[src/rtl/seg_scan_bcd.sv]
// Multiplexed 7-segment driver with a sequential binary-to-BCD converter.
// A load strobe captures a binary value, saturating it to the largest
// displayable value. The value is converted by shift-add-3, one bit per
// clock, and the result is committed atomically to the display register.
// The display register is scanned across DIGITS active-low anodes.
module seg_scan_bcd #(
  parameter int DIGITS      = 4,
  parameter int BIN_W       = 15,
  parameter int REFRESH_DIV = 1,
  parameter bit BLANK_LZ    = 1'b1
) (
  input  logic              segclk,
  input  logic              clr,
  input  logic [BIN_W-1:0]  value,
  input  logic              load,
  output logic              busy,
  output logic              ovf,
  output logic [6:0]        seg,
  output logic [DIGITS-1:0] an
);

  localparam int BCD_W = 4 * DIGITS;
  localparam int CNT_W = $clog2(BIN_W + 1);
  localparam int IDX_W = (DIGITS > 1) ? $clog2(DIGITS) : 1;
  localparam int PRE_W = (REFRESH_DIV > 1) ? $clog2(REFRESH_DIV) : 1;

  function automatic longint unsigned pow10(input int n);
    longint unsigned r = 1;
    for (int i = 0; i < n; i++) r = r * 10;
    return r;
  endfunction

  // Largest displayable value, and whether a BIN_W-bit input can exceed it.
  localparam longint unsigned MAX_L   = pow10(DIGITS) - 1;
  localparam bit              CAN_OVF = ((MAX_L >> BIN_W) == 0);
  localparam logic [BIN_W-1:0] MAX_B  = BIN_W'(MAX_L);

  typedef enum logic [1:0] {IDLE, CONVERT, COMMIT} state_t;

  state_t             state, state_nxt;
  logic [CNT_W-1:0]   bit_cnt;
  logic [BIN_W-1:0]   bin_q;
  logic [BCD_W-1:0]   bcd_q, bcd_adj, disp_q;
  logic               pend_ovf;

  logic [PRE_W-1:0]   presc;
  logic [IDX_W-1:0]   idx;
  logic [3:0]         nib;
  logic [DIGITS-1:0]  lz;
  logic               blank;
  logic [6:0]         seg_nxt;
  logic [DIGITS-1:0]  an_nxt;

  // Conversion FSM state register.
  always_ff @(posedge segclk or posedge clr) begin
    // NOTE: sequential state uses non-blocking assignment so every register
    // samples pre-edge values regardless of block evaluation order.
    if (clr) state <= IDLE;
    else     state <= state_nxt;
  end

  // Next-state logic: IDLE -> CONVERT for BIN_W steps -> COMMIT -> IDLE.
  always_comb begin
    // NOTE: defaulting first guarantees every path assigns, so no latch.
    state_nxt = state;
    case (state)
      IDLE:    if (load) state_nxt = CONVERT;
      CONVERT: if (bit_cnt == CNT_W'(BIN_W - 1)) state_nxt = COMMIT;
      COMMIT:  state_nxt = IDLE;
      default: state_nxt = IDLE;
    endcase
  end

  assign busy = (state != IDLE);

  // Double-dabble correction: add 3 to every BCD nibble that is 5 or more.
  always_comb begin
    bcd_adj = bcd_q;
    for (int i = 0; i < DIGITS; i++) begin
      if (bcd_q[4*i +: 4] >= 4'd5) bcd_adj[4*i +: 4] = bcd_q[4*i +: 4] + 4'd3;
    end
  end

  // Conversion datapath: capture with saturation, shift, then commit.
  always_ff @(posedge segclk or posedge clr) begin
    if (clr) begin
      bin_q    <= '0;
      bcd_q    <= '0;
      bit_cnt  <= '0;
      pend_ovf <= 1'b0;
      // NOTE: the display register is reset explicitly so the panel shows a
      // defined zero after reset and an aborted conversion never leaks out.
      disp_q   <= '0;
      ovf      <= 1'b0;
    end else begin
      case (state)
        IDLE: begin
          if (load) begin
            bcd_q   <= '0;
            bit_cnt <= '0;
            if (CAN_OVF && (value > MAX_B)) begin
              bin_q    <= MAX_B;
              pend_ovf <= 1'b1;
            end else begin
              bin_q    <= value;
              pend_ovf <= 1'b0;
            end
          end
        end
        CONVERT: begin
          {bcd_q, bin_q} <= {bcd_adj, bin_q} << 1;
          bit_cnt        <= bit_cnt + CNT_W'(1);
        end
        COMMIT: begin
          disp_q <= bcd_q;
          ovf    <= pend_ovf;
        end
        default: ;
      endcase
    end
  end

  // Scan timing: prescaler sets the dwell, index walks the digits.
  always_ff @(posedge segclk or posedge clr) begin
    if (clr) begin
      presc <= '0;
      idx   <= '0;
    end else if (presc == PRE_W'(REFRESH_DIV - 1)) begin
      presc <= '0;
      idx   <= (idx == IDX_W'(DIGITS - 1)) ? '0 : idx + IDX_W'(1);
    end else begin
      presc <= presc + PRE_W'(1);
    end
  end

  // Digit select, leading-zero detection and segment decode for the index.
  always_comb begin
    logic run;
    nib    = 4'd0;
    blank  = 1'b0;
    an_nxt = '1;
    lz     = '0;
    run    = 1'b1;
    // lz[i] is set when nibbles i..DIGITS-1 are all zero.
    for (int i = DIGITS - 1; i >= 0; i--) begin
      run   = run && (disp_q[4*i +: 4] == 4'd0);
      lz[i] = run;
    end
    for (int i = 0; i < DIGITS; i++) begin
      if (idx == IDX_W'(i)) begin
        nib       = disp_q[4*i +: 4];
        an_nxt[i] = 1'b0;
        blank     = BLANK_LZ && (i != 0) && lz[i];
      end
    end
    case (nib)
      4'd0:    seg_nxt = 7'b1000000;
      4'd1:    seg_nxt = 7'b1111001;
      4'd2:    seg_nxt = 7'b0100100;
      4'd3:    seg_nxt = 7'b0110000;
      4'd4:    seg_nxt = 7'b0011001;
      4'd5:    seg_nxt = 7'b0010010;
      4'd6:    seg_nxt = 7'b0000010;
      4'd7:    seg_nxt = 7'b1111000;
      4'd8:    seg_nxt = 7'b0000000;
      4'd9:    seg_nxt = 7'b0010000;
      default: seg_nxt = 7'b1111111;
    endcase
    if (blank) seg_nxt = 7'b1111111;
  end

  // Registered pin drivers; blank and all anodes off during reset.
  always_ff @(posedge segclk or posedge clr) begin
    if (clr) begin
      seg <= 7'b1111111;
      an  <= '1;
    end else begin
      seg <= seg_nxt;
      an  <= an_nxt;
    end
  end

endmodule

[config.mk]
export PLATFORM = sky130hd
export DESIGN_NAME = seg_scan_bcd
export DESIGN_NICKNAME = d
export VERILOG_FILES = /design/src/rtl/seg_scan_bcd.sv
export SDC_FILE = /design/constraint.sdc
export NUM_CORES = 1
export LEC_CHECK = 0
export ABC_AREA = 1
export CAP_MARGIN = 20
export CORE_AREA = 2 2 85 87
export CTS_CLUSTER_DIAMETER = 120
export CTS_CLUSTER_SIZE = 10
export DETAILED_ROUTE_END_ITERATION = 6
export DIE_AREA = 0 0 87 89
export PLACE_DENSITY_LB_ADDON = 0.15
export SETUP_SLACK_MARGIN = 0.1
export SLEW_MARGIN = 25
export SYNTH_ARGS = -nofsm -noshare
export SYNTH_HDL_FRONTEND = slang
export SYNTH_SLANG_ARGS = --single-unit
[constraint.sdc]
create_clock -name segclk -period 1.8 [get_ports segclk]
set_input_delay 0.18 -clock segclk [delete_from_list [all_inputs] [get_ports segclk]]
set_output_delay 0.18 -clock segclk [all_outputs]
set_load 0.1 [all_outputs]
==> flow_summary_export.csv <==
group,metric,value,unit
flow_run,maxCapViolCount,0,
placed_design,dp_hpwl,4.576,mm
sta,fin_skew,12.21,ps
grt,grt_max_degree,69,
synthesis,ys_types,33,
grt,grt_overflow_total,0,
detailed_routing,post_drt_wl_per_cell,12.83,µm
final_layout,post-route-util,63.45,%
grt,grt_usage,19.51,%
final_layout,layout.cells.non_filler,523,
detailed_routing,routed_wirelength,6.710,mm
synthesis,synth.net_count,433,
clock_network,cts.sinks,68,
worst_setup_path,arrival,1930,ps
sta,fmax,608.7,MHz
sta,finalCriticalPeriod,1643,ps
die,initial_core_util,51.12,%
placed_design,gp_congestion,0.7787,
detailed_routing,num_vias,2690,
worst_setup_path,cp_slowest_cell,"dfrtp_1",
sta,final.setup.tns,0,ps
clock_network,clockRootBuffer,"clkbuf_8",
grt,antenna_found_initial,0,
sta,relSlewSlack,73.29,%
detailed_routing,drc,0,
synthesis,synth_ff_type,"dfrtp_1",
synthesis,syn_area_per_cell,8.586,µm²
worst_setup_path,worstPathCellList,"buf_4, ha_4, a21oi_1, nand2_1, nand2_1, nand2_2, ha_4, inv_1, nand2_1, nand2_1, nand2_1, nand2_1",
synthesis,ys_ff_latch,68,
worst_setup_path,max_stage_delay,410,ps
worst_setup_path,crit_fanout,5,
clock_network,cts_buffer_depth,2,
clock_network,cts_tree,"built",
worst_setup_path,cp.required,2080,ps
final_layout,multi_input_area,1535,µm²
synthesis,async_flop_share,100.0,%
die,rows,30,
final_layout,drive_gt1_share,22.80,%
final_layout,antenna_cells,0,
clock_network,holdBufCountCts,0,
placed_design,dpl.cell_count,503,
die,die_area,7743,µm²
detailed_routing,dr.pass1.iters,4,
synthesis,syn_area,3435,µm²
detailed_routing,avgViaCountPerCell,5.143,
worst_setup_path,worstSetupPathType,"reg2reg",
sta,finalCritPeriodShare,91.27,%
clock_network,cts_made_buffers,9,
final_layout,area_growth,24.12,%
clock_network,clk_latency,350,ps
sta,tightest_slew,399.7,ps
synthesis,postSynthCellCount,400,
outcome,status,"finished clean",
worst_setup_path,critPathMostFrequentCell,"nand2_1",
die,io_pins,31,
worst_setup_path,startpoint_type,"flop",
die,fp.dieH,89,µm
sta,setup_viol,0,
synthesis,synth_edf_count,0,
worst_setup_path,cp-end-kind,"flop",
detailed_routing,drt-initial-drc-count,105,
clock_network,cts.clk_slew.worst_paths,80,ps
final_layout,layout.nets,471,
grt,grt_pass1_wl,11.65,mm
final_layout,seqCellArea,1717,µm²
worst_hold_path,min_path_type,"in2async",
grt,grt_pass1_vias,2689,
synthesis,yosysSeqAreaShare,49.95,%
clock_network,htreeDepth,3,
synthesis,yosys_warnings,0,
final_layout,fillers,557,
sta,hold_viol_final,0,
power,power.leakage,0.002066,µW
die,core,6719,µm²
sta,finalMaxSlewViolations,0,
power,power_per_cell_area,1758,nW/µm²
detailed_routing,ant_nets,0,
sta,rsz0062_at_grt,"true",
power,peakVddDrop,1.095,mV
placed_design,io_buffer_count,30,
die,die_w,87,µm
cell type report:
type	instances	area share [%]
inverter	47	4.579
clock buffer	11	3.317
sequential	68	40.27
multi-input combinational	272	36.01
timing repair buffer	40	12.24
clock inverter	5	1.233
tap	80	2.348
logic make-up (layout without fill, tap and decap cells):
family | after synthesis | after routing | share of synthesized area, %
compound gates | 91 | 91 | 15.15
xor+xnor | 1 | 1 | 0.2551
fa+ha+maj | 15 | 15 | 5.464
buf+inv | 60 | 103 | 7.832
flops | 68 | 68 | 49.95
mux | 2 | 2 | 0.6193
simple gates | 163 | 163 | 20.73
through the flow:
stage	cell area (µm²)	power [µW]	setup slack (ps)	hold WS, ps
final	4263	7495	157.2	262.5
after global routing	4263	8162	56.47	299.2
after CTS	4204	7494	107.2	277.0
after detailed placement	3939	6231	28.08	469.1
after global placement	3939	6139	99.96	464.8
after floorplan	3438	5326	166.3	327.7
metal layers:
| metal | up-vias | share of wire [%] | GRT usage, % |
|---|---|---|---|
| li1 | 1374 | - | - |
| met1 | 1262 | 47 | 24.73 |
| met2 | 43 | 47 | 32.06 |
| met3 | 11 | 3.7 | 5.633 |
| met4 | 0 | 2.0 | 7.102 |
| met5 | - | 0 | 0 |
flip-flops by register name (all words and copies together), names as in the netlist:
name and count:
an 4, bcd_q 16, state 2, pend_ovf 1, disp_q 16, ovf 1
bin_q 15, bit_cnt 4, seg 7, idx 2
worst max-delay path: cells and delay by family (launching register included):
family	cells	cell delay, ps
AND/OR/NAND/NOR	7	430
buffers and inverters	2	180
AO/OA/AOI/OAI	1	110
flip-flops	1	410
adder cells (fa/ha/maj)	2	450
cell usage after synthesis, types with 4 or more instances:
master	number	share of area, %
dfrtp_1	57	42
clkbuf_1	4	0.44
o22ai_1	5	0.91
nand3_1	23	3.4
nand2_1	102	11
inv_1	40	4.4
inv_2	5	0.55
nand2_2	5	0.91
buf_2	4	0.58
nor2_1	20	2.2
a21oi_1	24	3.5
dfstp_2	11	8.4
ha_1	15	5.5
o21ai_2	13	3.3
o21ai_0	42	6.1
o21ai_1	6	0.87
buf_6	4	1.3
what timing repair did:
action / 4_1_cts / 5_1_grt
setup buffers: 2 / 2
cloned: 0 / 0
pin swaps: 1 / 7
setup endpoints to repair: 1 / 8
gates resized for setup: 12 / 17
worst paths after layout:
path | start | endpoint | slack (ps) | cells after the start
max | idx[1] | seg[3] | 160 | 12
min reg2reg | bit_cnt[3] | bit_cnt[3] | 480 | 1
min | clr | disp_q[4] | 260 | 3
min in group segclk | value[4] | bin_q[4] | 440 | 3
max reg2reg | idx[1] | seg[3] | 160 | 12
max in group asynchronous | clr | seg[2] | 1220 | 3
where the power goes:
group,internal [µW],total [µW],switching [µW],leakage [µW]
logic,1320,3580,2260,0.00117
registers,2230,2660,431,0.000800
clock network,671,1250,580,0.0000991
total,4220,7490,3270,0.00207
cells in the final DEF (no fill, tap or decap), drive strengths merged:
master / synthesis / layout
nand2: 107 / 107
o21ai: 61 / 61
dfrtp: 57 / 57
inv: 47 / 46
a21oi: 24 / 24
nand3: 23 / 23
nor2: 23 / 23
buf: 9 / 23
clkdlybuf4s50: 0 / 17
ha: 15 / 15
dfstp: 11 / 11
clkbuf: 4 / 11
o22ai: 5 / 5
or2: 5 / 5
clkinv: 0 / 3
nand4: 2 / 2
clkinvlp: 0 / 2
nor3: 1 / 1
mux2i: 1 / 1
mux2: 1 / 1
o221ai: 1 / 1
nor3b: 1 / 1
nor4: 1 / 1
xor2: 1 / 1
bufinv: 0 / 1
Power figures use the tool's default switching activity.
